==> src/rtl/alu_seq.sv <==
// alu_seq: handshaked execute-stage ALU with a persistent carry flag,
// saturating shifts and an iterative shift-add multiplier.
module alu_seq #(
    parameter int WIDTH = 32
) (
    input  logic             clk,
    input  logic             rst,
    input  logic             in_valid,
    output logic             in_ready,
    input  logic [3:0]       op,
    input  logic             branch,
    input  logic [WIDTH-1:0] a,
    input  logic [WIDTH-1:0] b,
    output logic             out_valid,
    input  logic             out_ready,
    output logic [WIDTH-1:0] result,
    output logic             zero,
    output logic             neg,
    output logic             ovf,
    output logic             cout,
    output logic             illegal
);
    localparam int SW = $clog2(WIDTH);
    localparam int CW = $clog2(WIDTH + 1);

    typedef enum logic [1:0] {IDLE, BUSY, DONE} state_t;

    state_t             state;
    logic [WIDTH-1:0]   mcand, mplier;
    logic [2*WIDTH-1:0] acc;
    logic [CW-1:0]      cnt;
    logic               sgn, hi;

    logic               accept, is_add, is_addc, is_mul, big;
    logic [SW-1:0]      sh;
    logic [WIDTH:0]     sum;
    logic [WIDTH-1:0]   sra, alu_res, a_mag, b_mag, mul_res;
    logic               alu_ovf, alu_ill;
    logic [WIDTH:0]     acc_hi;
    logic [2*WIDTH-1:0] prod;

    assign in_ready = state == IDLE || (state == DONE && out_ready);
    assign accept   = in_valid && in_ready;
    assign is_add   = op == 4'b0000;
    assign is_addc  = op == 4'b1000;
    assign is_mul   = op == 4'b1001 || op == 4'b1010;

    // Shift amounts at or beyond WIDTH saturate instead of wrapping.
    assign big = b >= WIDTH'(WIDTH);
    assign sh  = b[SW-1:0];
    assign sra = $signed(a) >>> sh;
    assign sum = {1'b0, a} + {1'b0, b} + (WIDTH+1)'(is_addc && cout);

    always_comb begin
        alu_res = '0;
        alu_ovf = 1'b0;
        alu_ill = 1'b0;
        case (op)
            4'b0000: begin
                alu_res = branch ? b : sum[WIDTH-1:0];
                alu_ovf = !branch && a[WIDTH-1] == b[WIDTH-1] && sum[WIDTH-1] != a[WIDTH-1];
            end
            4'b0001:          alu_res = -b;
            4'b0010:          alu_res = a & b;
            4'b0011:          alu_res = a ^ b;
            4'b0100, 4'b0110: alu_res = big ? {WIDTH{a[WIDTH-1]}} : sra;
            4'b0101:          alu_res = big ? '0 : a << sh;
            4'b0111:          alu_res = big ? '0 : a >> sh;
            4'b1000: begin
                alu_res = sum[WIDTH-1:0];
                alu_ovf = a[WIDTH-1] == b[WIDTH-1] && sum[WIDTH-1] != a[WIDTH-1];
            end
            default:          alu_ill = !is_mul;
        endcase
    end

    // Multiply on magnitudes; the sign is restored once after the last step.
    assign a_mag   = a[WIDTH-1] ? -a : a;
    assign b_mag   = b[WIDTH-1] ? -b : b;
    assign acc_hi  = {1'b0, acc[2*WIDTH-1:WIDTH]} + (mplier[0] ? {1'b0, mcand} : '0);
    assign prod    = sgn ? -acc : acc;
    assign mul_res = hi ? prod[2*WIDTH-1:WIDTH] : prod[WIDTH-1:0];

    always_ff @(posedge clk or negedge rst) begin
        if (!rst) begin
            state     <= IDLE;
            out_valid <= 1'b0;
            result    <= '0;
            zero      <= 1'b0;
            neg       <= 1'b0;
            ovf       <= 1'b0;
            cout      <= 1'b0;
            illegal   <= 1'b0;
            mcand     <= '0;
            mplier    <= '0;
            acc       <= '0;
            cnt       <= '0;
            sgn       <= 1'b0;
            hi        <= 1'b0;
        end else if (accept) begin
            if ((is_add && !branch) || is_addc)
                cout <= sum[WIDTH];
            if (is_mul) begin
                state     <= BUSY;
                out_valid <= 1'b0;
                mcand     <= a_mag;
                mplier    <= b_mag;
                acc       <= '0;
                cnt       <= CW'(WIDTH);
                sgn       <= a[WIDTH-1] ^ b[WIDTH-1];
                hi        <= op[1];
            end else begin
                state     <= DONE;
                out_valid <= 1'b1;
                result    <= alu_res;
                zero      <= alu_res == '0;
                neg       <= alu_res[WIDTH-1];
                ovf       <= alu_ovf;
                illegal   <= alu_ill;
            end
        end else if (state == BUSY) begin
            if (cnt == '0) begin
                state     <= DONE;
                out_valid <= 1'b1;
                result    <= mul_res;
                zero      <= mul_res == '0;
                neg       <= mul_res[WIDTH-1];
                ovf       <= 1'b0;
                illegal   <= 1'b0;
            end else begin
                acc    <= {acc_hi, acc[WIDTH-1:1]};
                mplier <= mplier >> 1;
                cnt    <= cnt - CW'(1);
            end
        end else if (state == DONE && out_ready) begin
            state     <= IDLE;
            out_valid <= 1'b0;
        end
    end
endmodule

==> config.mk <==
export PLATFORM = sky130hd
export DESIGN_NAME = alu_seq
export DESIGN_NICKNAME = d
export VERILOG_FILES = /design/src/rtl/alu_seq.sv
export SDC_FILE = /design/constraint.sdc
export NUM_CORES = 1
export LEC_CHECK = 0
export CAP_MARGIN = 20
export CORE_ASPECT_RATIO = 1.2
export CORE_MARGIN = 5
export CORE_UTILIZATION = 45
export DETAILED_ROUTE_END_ITERATION = 12
export PLACE_DENSITY_LB_ADDON = 0.12
export SKIP_CTS_REPAIR_TIMING = 1
export SYNTH_ARGS = -nofsm -noshare
export SYNTH_HDL_FRONTEND = slang
export SYNTH_SLANG_ARGS = --single-unit
==> constraint.sdc <==
create_clock -name clk -period 7.9 [get_ports clk]
set_input_delay 2.37 -clock clk [delete_from_list [all_inputs] [get_ports clk]]
set_output_delay 2.37 -clock clk [all_outputs]
set_load 0.01 [all_outputs]
==> results.cfg, run 1 <==
[hold_path]
worstHoldPathCells = 2
hold_end = mcand[31]$_DFFE_PN0P_
worst_hold_path_type = flip-flop to flip-flop
min_from = mcand[31]$_DFFE_PN0P_

[placed_design]
gp_congestion = 1.07
portBuffers = 111
dpl.hpwl_um = 76700

[synthesis]
synth-simple-area-share_pct = 24.4
synth_mux_area_share_pct = 11.5
ys_async_sr_fraction_pct = 100
synth_top_family_by_area = compound AO/OA/AOI/OAI gates
synth_xor_area_share_pct = 6.46
syn_area_sq_mm = 0.0205
synth_cell_types = 90
syn_nets = 2833
synth-seq-area-share_pct = 21.3
synth_cells = 2686
synth.avg_cell_area_sq_um = 7.62
synthAdderAreaFrac_pct = 4.63
synth-main-ff-cell = dfrtp_1
synth_seq_cells = 174
ys_warn_count = 0
synth_edf_count = 0
synth_compound_area_share_pct = 26.6

[timing]
fin_skew_ns = 0.0133
fmax_mhz = 140
finalCritPeriodShare_pct = 90.6
worst_pin_slew_ns = 1.17
tns_ns = 0
hold_viol = 0
report.final.slew_viol_count = 0
setup_viol = 0
maxSlewHeadroom_pct = 20.1
min_period_ns = 7.16
grt_setup_unrepaired = false

[critical_path]
r2r_end = zero$_DFFE_PN0P_
required_ns = 8.32
worstPathArrival_ns = 7.57
worstPathCellList = clkdlybuf4s50_1 > nor3_1 > nand4_1 > nor3_1 > nand2_1 > nor3_1 > ha_1 > o211ai_1 > a2111oi_0 > o21ai_0 > nor4_1 > a41o_2
cp_slowest_cell = nor3_1
path_buf_inv = 1
reg2regPathDepth = 10
cpPeakStageDelay_ns = 1.00
r2r_slack_ns = 3.26
r2r-start = acc[6]$_DFFE_PN0P_
cp_common_cell = nor3_1
startpoint_type = primary input
critical-path-top-delay-family = simple AND/OR/NAND/NOR gates
cp-startpoint = b[6]
worstPathMaxFanout = 10
worstSetupPathType = primary input to flip-flop
critPathCaptureType = flip-flop

[status]
outcome = completed

[floorplan]
design.die.area_sq_mm = 0.0499
start_util_pct = 45.5
die_x_um = 205
core_sq_mm = 0.0450
rows = 85
ios = 112
die_y_um = 244

[pwr]
p_leak_nw = 9.31
vdd_ir_drop_max_v = 0.000258
power_density_mw_per_mm2 = 300
finalPower_mw = 6.84

[global_route]
grt_max_degree = 112
grt_pass1_vias = 21600
grt_usage_pct = 38.6
antenna_found_initial = 4
grt_pass1_wl_um = 145000
grt.overflow.total = 0

[drt]
drt_iter0_markers = 2515
firstDrtPassIters = 8
wirelength_um = 99100
wire_per_inst_um = 30.0
vias = 22800
via_per_inst = 6.90
drc = 0
drtAntennaViolNets = 0

[cells_and_area]
drive_gt1_share_pct = 9.63
area_growth_pct = 11.3
fin_nets = 2823

[clock_network]
htree_levels = 4
path_clk_slew_ns = 0.07
cts_tree = built
clk_latency_ns = 0.48
clock-root-buffer = clkbuf_16
cts_buffer_depth = 2
cts_buffers = 17
cts_sinks = 174

[run]
maxCapViolations = 0
[area by class of cell]
type | count | area [sq um]
inverter | 45 | 169
antenna | 1 | 2.50
tap | 609 | 762
fill | 4417 | 22200
sequential | 174 | 4360
clock inverter | 14 | 169
clock buffer | 18 | 429
timing repair buffer | 202 | 1790
multi-input combinational | 2236 | 15100
[synthesized netlist by cell type (28+ instances only)]
master | number | area [sq um]
nand2_1 | 342 | 1280
o21ai_0 | 227 | 1140
nor2_1 | 214 | 803
clkbuf_1 | 183 | 687
dfrtp_1 | 174 | 4350
a21oi_1 | 141 | 706
nand3_1 | 92 | 460
mux2i_1 | 87 | 871
xor2_1 | 82 | 718
nor3_1 | 73 | 365
ha_1 | 71 | 888
xnor2_1 | 69 | 604
and2_1 | 47 | 294
mux4_2 | 47 | 1060
o31ai_1 | 45 | 338
inv_1 | 43 | 161
nor4_1 | 38 | 238
mux2_2 | 37 | 417
or3_1 | 37 | 231
o22ai_1 | 33 | 206
a211oi_1 | 30 | 225
a21o_1 | 30 | 225
o41ai_1 | 30 | 263
nand4_1 | 28 | 175
o211ai_1 | 28 | 210
[worst max path at each step]
stage | endpoint | slack, ns | depth (start not counted)
detailed placement | zero$_DFFE_PN0P_ | 0.46 | 12
floorplan | zero$_DFFE_PN0P_ | 1.67 | 15
CTS | zero$_DFFE_PN0P_ | 0.97 | 12
finish | zero$_DFFE_PN0P_ | 0.74 | 12
global route | zero$_DFFE_PN0P_ | 0.56 | 12
global placement | zero$_DFFE_PN0P_ | 0.45 | 12
[cells in the final DEF (no fill, tap or decap), types with 21 or more instances in the layout]
cell type / netlist / layout
nand2_1: 342 / 340
o21ai_0: 227 / 227
nor2_1: 214 / 213
dfrtp_1: 174 / 172
a21oi_1: 141 / 139
clkdlybuf4s50_1: 0 / 105
nand3_1: 92 / 92
buf_4: 1 / 90
mux2i_1: 87 / 87
xor2_1: 82 / 82
nor3_1: 73 / 73
ha_1: 71 / 71
xnor2_1: 69 / 69
mux4_2: 47 / 47
and2_1: 47 / 46
o31ai_1: 45 / 45
inv_1: 43 / 43
nor4_1: 38 / 37
mux2_2: 37 / 37
or3_1: 37 / 37
o22ai_1: 33 / 32
a211oi_1: 30 / 30
a21o_1: 30 / 30
o41ai_1: 30 / 30
nand4_1: 28 / 28
o211ai_1: 28 / 28
nand2b_1: 27 / 26
or4_1: 26 / 26
o21a_1: 24 / 24
nor2b_1: 23 / 23
and3_1: 21 / 21
a22oi_1: 21 / 21
[report_power, final]
part / internal [mW] / switching, mW
logic: 1.52 / 2.85
clock network: 0.453 / 0.424
registers: 1.20 / 0.389
[kinds of logic after synthesis]
| kind of cell | Yosys count |
|---|---|
| fa+ha+maj | 74 |
| flops | 174 |
| mux | 171 |
| xor+xnor | 151 |
| simple gates | 1030 |
| compound gates | 810 |
| buf+inv | 276 |
[sequential cells by signal, indices dropped and copies added, names as in the netlist]
| register | count |
|---|---|
| acc | 64 |
| cnt | 6 |
| cout | 1 |
| hi | 1 |
| illegal | 1 |
| mcand | 32 |
| mplier | 32 |
| out_valid | 1 |
| ovf | 1 |
| result | 32 |
| sgn | 1 |
| state | 1 |
| zero | 1 |
[metrics by stage]
stage	instances	utilization (%)	area (sq um)	setup WS, ns	hold slack (ns)
after floorplan	2686	-	20500	1.67	0.435
after global placement	3265	49.3	22200	0.445	0.455
after detailed placement	3265	49.3	22200	0.456	0.463
after CTS	3297	50.6	22800	0.968	0.479
after global routing	3298	50.6	22800	0.560	0.503
final	3299	50.6	22800	0.745	0.473
[tightest hold or removal path: cells and delay by family (launching register included)]
family           cells  cell delay [ns]
AO/OA/AOI/OAI        1             0.05
AND/OR/NAND/NOR      1             0.05
flip-flops           1             0.34
[metal layers]
layer  share of wire [%]  routed length [um]  track usage (%)  vias to the layer above
met2                  45               44900             61.2                     1414
met4                 8.1                8050             25.0                        2
met3                 8.5                8450             7.43                      343
met1                  38               37700             47.9                    11000
li1                    -                   -                -                    10000
met5               0.013                  13                0                        -
No activity file was read; power rests on OpenSTA's default activity.
==> run 2: changes to the inputs <==
- SLEW_MARGIN: default -> 20
==> run 2 against run 1 <==
  * Worst hold slack about the same
  * Power hardly changed
  * Via count about the same
  * Sequential share of layout area barely moved
  * Critical path type unchanged
  * Critical endpoint unchanged
  * Largest cell class unchanged
==> results.cfg, run 2 (synthesis gave the netlist of run 1 again) <==
[status]
outcome = completed

[pwr]
vdd_ir_drop_max_v = 0.000260
p_seq_share_pct = 23.3
combPwrFrac_pct = 63.9
clkPwrFrac_pct = 12.8
switchingPower_mw = 3.66
p_int_mw = 3.18
p_leak_nw = 9.31
swShare_pct = 53.5
power_density_mw_per_mm2 = 300

[cells_and_area]
final.fill_count = 4417
fin_nets = 2822
drive_gt1_share_pct = 9.60
final_cell_mix = nand2_1 (340), o21ai_0 (227), nor2_1 (213), dfrtp_1 (172), a21oi_1 (139)
regMostFlops = acc
final_common_cell = nand2_1
final_cell_count_no_fill = 3299
area_growth_pct = 11.3
largest_reg_flops = 64

[clock_network]
cts_tree = built
clk_latency_ns = 0.48
clock-root-buffer = clkbuf_16
path_clk_slew_ns = 0.07
cts_sinks = 174
cts_buffers = 17
cts_buffer_depth = 2
htree_levels = 4

[floorplan]
core_sq_mm = 0.0450
die_x_um = 205
design.die.area_sq_mm = 0.0499
die_y_um = 244
start_util_pct = 45.5
ios = 112
rows = 85

[drt]
wirelength_um = 99100
firstDrtPassIters = 9
drt_iter0_markers = 2719
via_per_inst = 6.90
wl_met2_um = 45100
met1_length_um = 37700
dr.max_layer_used = met5
met3_length_um = 8240
vias = 22800
drc = 0
drtAntennaViolNets = 0
wire_per_inst_um = 30.0

[global_route]
grt_pass1_vias = 21600
antenna_found_initial = 4
grt.overflow.total = 0
grt_usage_pct = 38.6
grt_max_degree = 112
grt_pass1_wl_um = 145000

[placed_design]
dp.cells = 3265
dpl.hpwl_um = 76700
portBuffers = 111
gp_congestion = 1.07
dpl_worst_slack_ns = 0.456

[timing]
tns_ns = 0
hold_viol = 0
fin_skew_ns = 0.0142
finalCritPeriodShare_pct = 90.6
setup_viol = 0
min_period_ns = 7.16
fmax_mhz = 140
maxSlewHeadroom_pct = 24.5
fin_ws_ns = 0.742
worst_pin_slew_ns = 1.13
report.final.slew_viol_count = 0
grt_setup_unrepaired = false
hold_ws_ns = 0.473

[run]
maxCapViolations = 0

[critical_path]
cp-startpoint = b[6]
r2r_slack_ns = 3.31
r2r_end = zero$_DFFE_PN0P_
worstSetupPathType = primary input to flip-flop
critPathCaptureType = flip-flop
worstPathArrival_ns = 7.57
reg2regPathDepth = 10
startpoint_type = primary input
worstPathMaxFanout = 10
cp-endpoint = zero$_DFFE_PN0P_
required_ns = 8.32
r2r-start = acc[6]$_DFFE_PN0P_

[hold_path]
worst_hold_path_type = flip-flop to flip-flop
[run 2: cell count changes in the layout (fill, tap and decap cells not counted)]
cell,before,now
clkbuf_2,1,0
diode_2,1,2
o311ai_0,8,7
o311ai_1,0,1
[run 2: power by group through the flow]
stage	logic (mW)	registers (mW)	clock network [mW]
floorplan	2.86	1.46	0
global placement	4.19	1.58	0
detailed placement	4.25	1.59	0
CTS	4.27	1.58	0.897
global route	4.66	1.63	0.930
finish	4.36	1.59	0.878
[run 2: layout make-up]
cell class | instances | area [sq um] | area share, %
inverters | 45 | 169 | 0.741
multi-input cells | 2236 | 15100 | 66.3
repair buffers | 201 | 1780 | 7.82
well taps | 609 | 762 | 3.34
clock buffers | 18 | 429 | 1.88
flip-flops and latches | 174 | 4360 | 19.1
diodes | 2 | 5.00 | 0.0220
clock inverters | 14 | 169 | 0.741
[run 2: through the flow]
| step | area, sq um | power [mW] | utilization (%) |
|---|---|---|---|
| floorplan | 20500 | 4.32 | - |
| global placement | 22200 | 5.77 | 49.3 |
| detailed placement | 22200 | 5.84 | 49.3 |
| CTS | 22800 | 6.75 | 50.6 |
| global route | 22800 | 7.22 | 50.6 |
| finish | 22800 | 6.83 | 50.6 |
[run 2: worst max-delay path, stage by stage]
cell             delay, ns
clkdlybuf4s50_1       0.56
nor3_1                0.65
nand4_1               0.64
nor3_1                1.00
nand2_1               0.25
nor3_1                0.26
ha_1                  0.16
o211ai_1              0.09
a2111oi_0             0.85
o21ai_0               0.28
nor4_1                0.24
a41o_2                0.22
[run 2: worst min-delay path by stage]
stage,startpoint,to,slack (ns),cells after the start
final,mcand[31]$_DFFE_PN0P_,mcand[31]$_DFFE_PN0P_,0.47,2
after global routing,result[15]$_DFFE_PN0P_,result[15]$_DFFE_PN0P_,0.50,2
after CTS,mcand[31]$_DFFE_PN0P_,mcand[31]$_DFFE_PN0P_,0.48,2
after detailed placement,mcand[31]$_DFFE_PN0P_,mcand[31]$_DFFE_PN0P_,0.46,2
after global placement,mcand[8]$_DFFE_PN0P_,mcand[8]$_DFFE_PN0P_,0.46,2
after floorplan,mcand[31]$_DFFE_PN0P_,mcand[31]$_DFFE_PN0P_,0.43,2
[run 2: per-layer routing]
layer / vias up / global-route usage (%)
met3: 328 / 7.43
met5: - / 0
met2: 1330 / 61.2
met1: 11100 / 47.9
li1: 10000 / -
met4: 4 / 25.0
==> RTL edit: new RTL, config.mk and constraints of run 1 <==
Change the parameter `WIDTH` from 32 to 16.
--- a/src/rtl/alu_seq.sv
+++ b/src/rtl/alu_seq.sv
@@ -3,3 +3,3 @@
 module alu_seq #(
-    parameter int WIDTH = 32
+    parameter int WIDTH = 16
 ) (
Ports: changed (resized a, b and result); port bits go from 112 to 64. No check against the original RTL was run, so the function may have changed too.
==> RTL edit against run 1 <==
  * Clock power decreased by 53%
  * Clock skew decreased by 0.0027 ns
  * Combinational power decreased by 93%
  * Worst setup slack improved by 1.0 ns
  * Critical endpoint unchanged
  * Core utilization decreased by 0.29 points
  * Cell count decreased by 56%
  * Sequential cell count decreased by 81
  * Power decreased by 83%
  * Highest routed layer is now met4
  * Routed wire length decreased by 67%
  * Final area decreased by 54%
  * Synthesized area decreased by 54%
==> RTL edit: results (changes against run 1) <==
| Metric | Value |
|---|---|
| Layout cell share with drive strength beyond 1 | 8.42% (-1.2 points) |
| Clk slew on worst S/H paths | 0.07 ns (about the same) |
| Flop-to-flop setup slack | 4.37 ns (+1.11 ns) |
| # DRC | 0 (unchanged) |
| Post-DP HPWL | 24,600 µm (-68%) |
| CP delay by family, top | compound AO/OA/AOI/OAI gates |
| Clock Tree Root | clkbuf_16 |
| Post-place instance area | 0.0102 mm² (-54%) |
| Static leakage power | 4.26 nW (-54%) |
| H-tree depth | 3 (-1) |
| Non-Filler Instances | 1,446 (-56%) |
| Synth async-reset ratio | 100% (unchanged) |
| Antenna violations before repair | 0 (-4) |
| CP max stage cell | clkdlybuf4s50_1 |
| Antenna Diode Count | 0 (-1) |
| Fin nets | 1,254 (-56%) |
| GRT Overall Usage | 27.3% (-11 points) |
| Largest net degree at the start of global routing | 71 (-37%) |
| Commonest cells in the netlist | nand2_1, o21ai_0, dfrtp_1, nor2_1, clkbuf_1 |
| Total CTS buffers | 9 (-8) |
| DR WL/cell | 22.6 µm (-25%) |
| Relative slew slack | 24.8% (+4.7 points) |
| Largest register by flop count | acc |
| Synth Instances | 1,166 (-57%) |
| Synthesis Warnings | 0 (unchanged) |
| Synth area leaders | dfrtp_1, o21ai_0, mux4_2 |
| Maximum vdd drop | 0.0000777 V (-70%) |
| Pre-antenna DRT Iters | 5 (-3) |
| CP Data Arrival Time | 6.37 ns (-1.20 ns) |
| Clk_skew | 0.0105 ns (-0.00274 ns) |
| First-pass GRT wire length | 51,300 µm (-65%) |
| Top_reg_cell synth | dfrtp_1 |
| Gpl congestion | 1.03 (-3.5%) |
| Vias in the first global route | 8,663 (-60%) |
| Dpl ws | 1.55 ns (+1.10 ns) |
| Via-to-Cell Ratio | 6.37 (-7.7%) |
| Number of filler cells placed in the layout | 2,102 (-52%) |
| Hold crit path type | reg -> reg |
| Max reg flops | 32 (-50%) |
| Port Buffers | 63 (-43%) |
| Status | finished, final reports clean |
| 1st-iter DRT viols | 858 (-66%) |
| Crit-path max cell delay | 0.70 ns (-0.30 ns) |
| Later-pin clock latency in the skew report | 0.35 ns (-0.13 ns) |
| Sequential share of the synthesized area | 24.8% (+3.5 points) |
| Max FO, Critical Path | 17 (+7) |
| Synth cell types | 82 (-8.9%) |
| Final Critical Period | 6.11 ns (-1.05 ns) |
| Worst-case clock buffer depth | 2 (unchanged) |
RTL edit: final timing paths:
path,end,cells after the start,startpoint
worst max-delay path,zero,15,op[1]
worst min-delay path,mcand[13],2,mcand[13]
worst max register to register,zero,13,cout
worst min register to register,mcand[13],2,mcand[13]
max in group asynchronous,state[0],2,rst
min in group asynchronous,acc[23],1,rst
RTL edit: per-stage QoR:
stage	power, mW	hold slack (ns)
floorplan	0.665	0.440
global placement	0.766	0.454
detailed placement	0.764	0.465
CTS	1.18	0.480
global route	1.22	0.495
finish	1.17	0.474
RTL edit: cell families after synthesis:
family	after synthesis	share of synthesized area, %
xor+xnor	79	7.37
fa+ha+maj	42	5.84
flops	93	24.8
compound gates	368	25.8
simple gates	397	20.7
mux	70	10.7
buf+inv	117	4.90
RTL edit: cell type report:
type / instances / area, µm² / area share, %
clock inverter: 7 / 50.0 / 0.479
tap: 270 / 338 / 3.23
multi-input combinational: 956 / 6630 / 63.4
clock buffer: 9 / 225 / 2.16
timing repair buffer: 85 / 786 / 7.52
sequential: 93 / 2330 / 22.3
inverter: 26 / 97.6 / 0.934
RTL edit: tightest hold or removal path: stages (launching register included):
cell and delay, ns:
dfrtp_1 0.34, nand2_1 0.04, o21ai_0 0.05
RTL edit: layer usage:
metal	track usage, %	share of wire [%]
met5	0	0
met4	13.3	5.2
met3	2.41	4.9
met2	44.5	48
met1	36.4	42
RTL edit: report_power, final:
group	switching (mW)	leakage, nW	internal, mW
combinational	0.175	2.98	0.111
clock	0.199	0.128	0.215
sequential	0	1.15	0.476
total	0.373	4.26	0.801
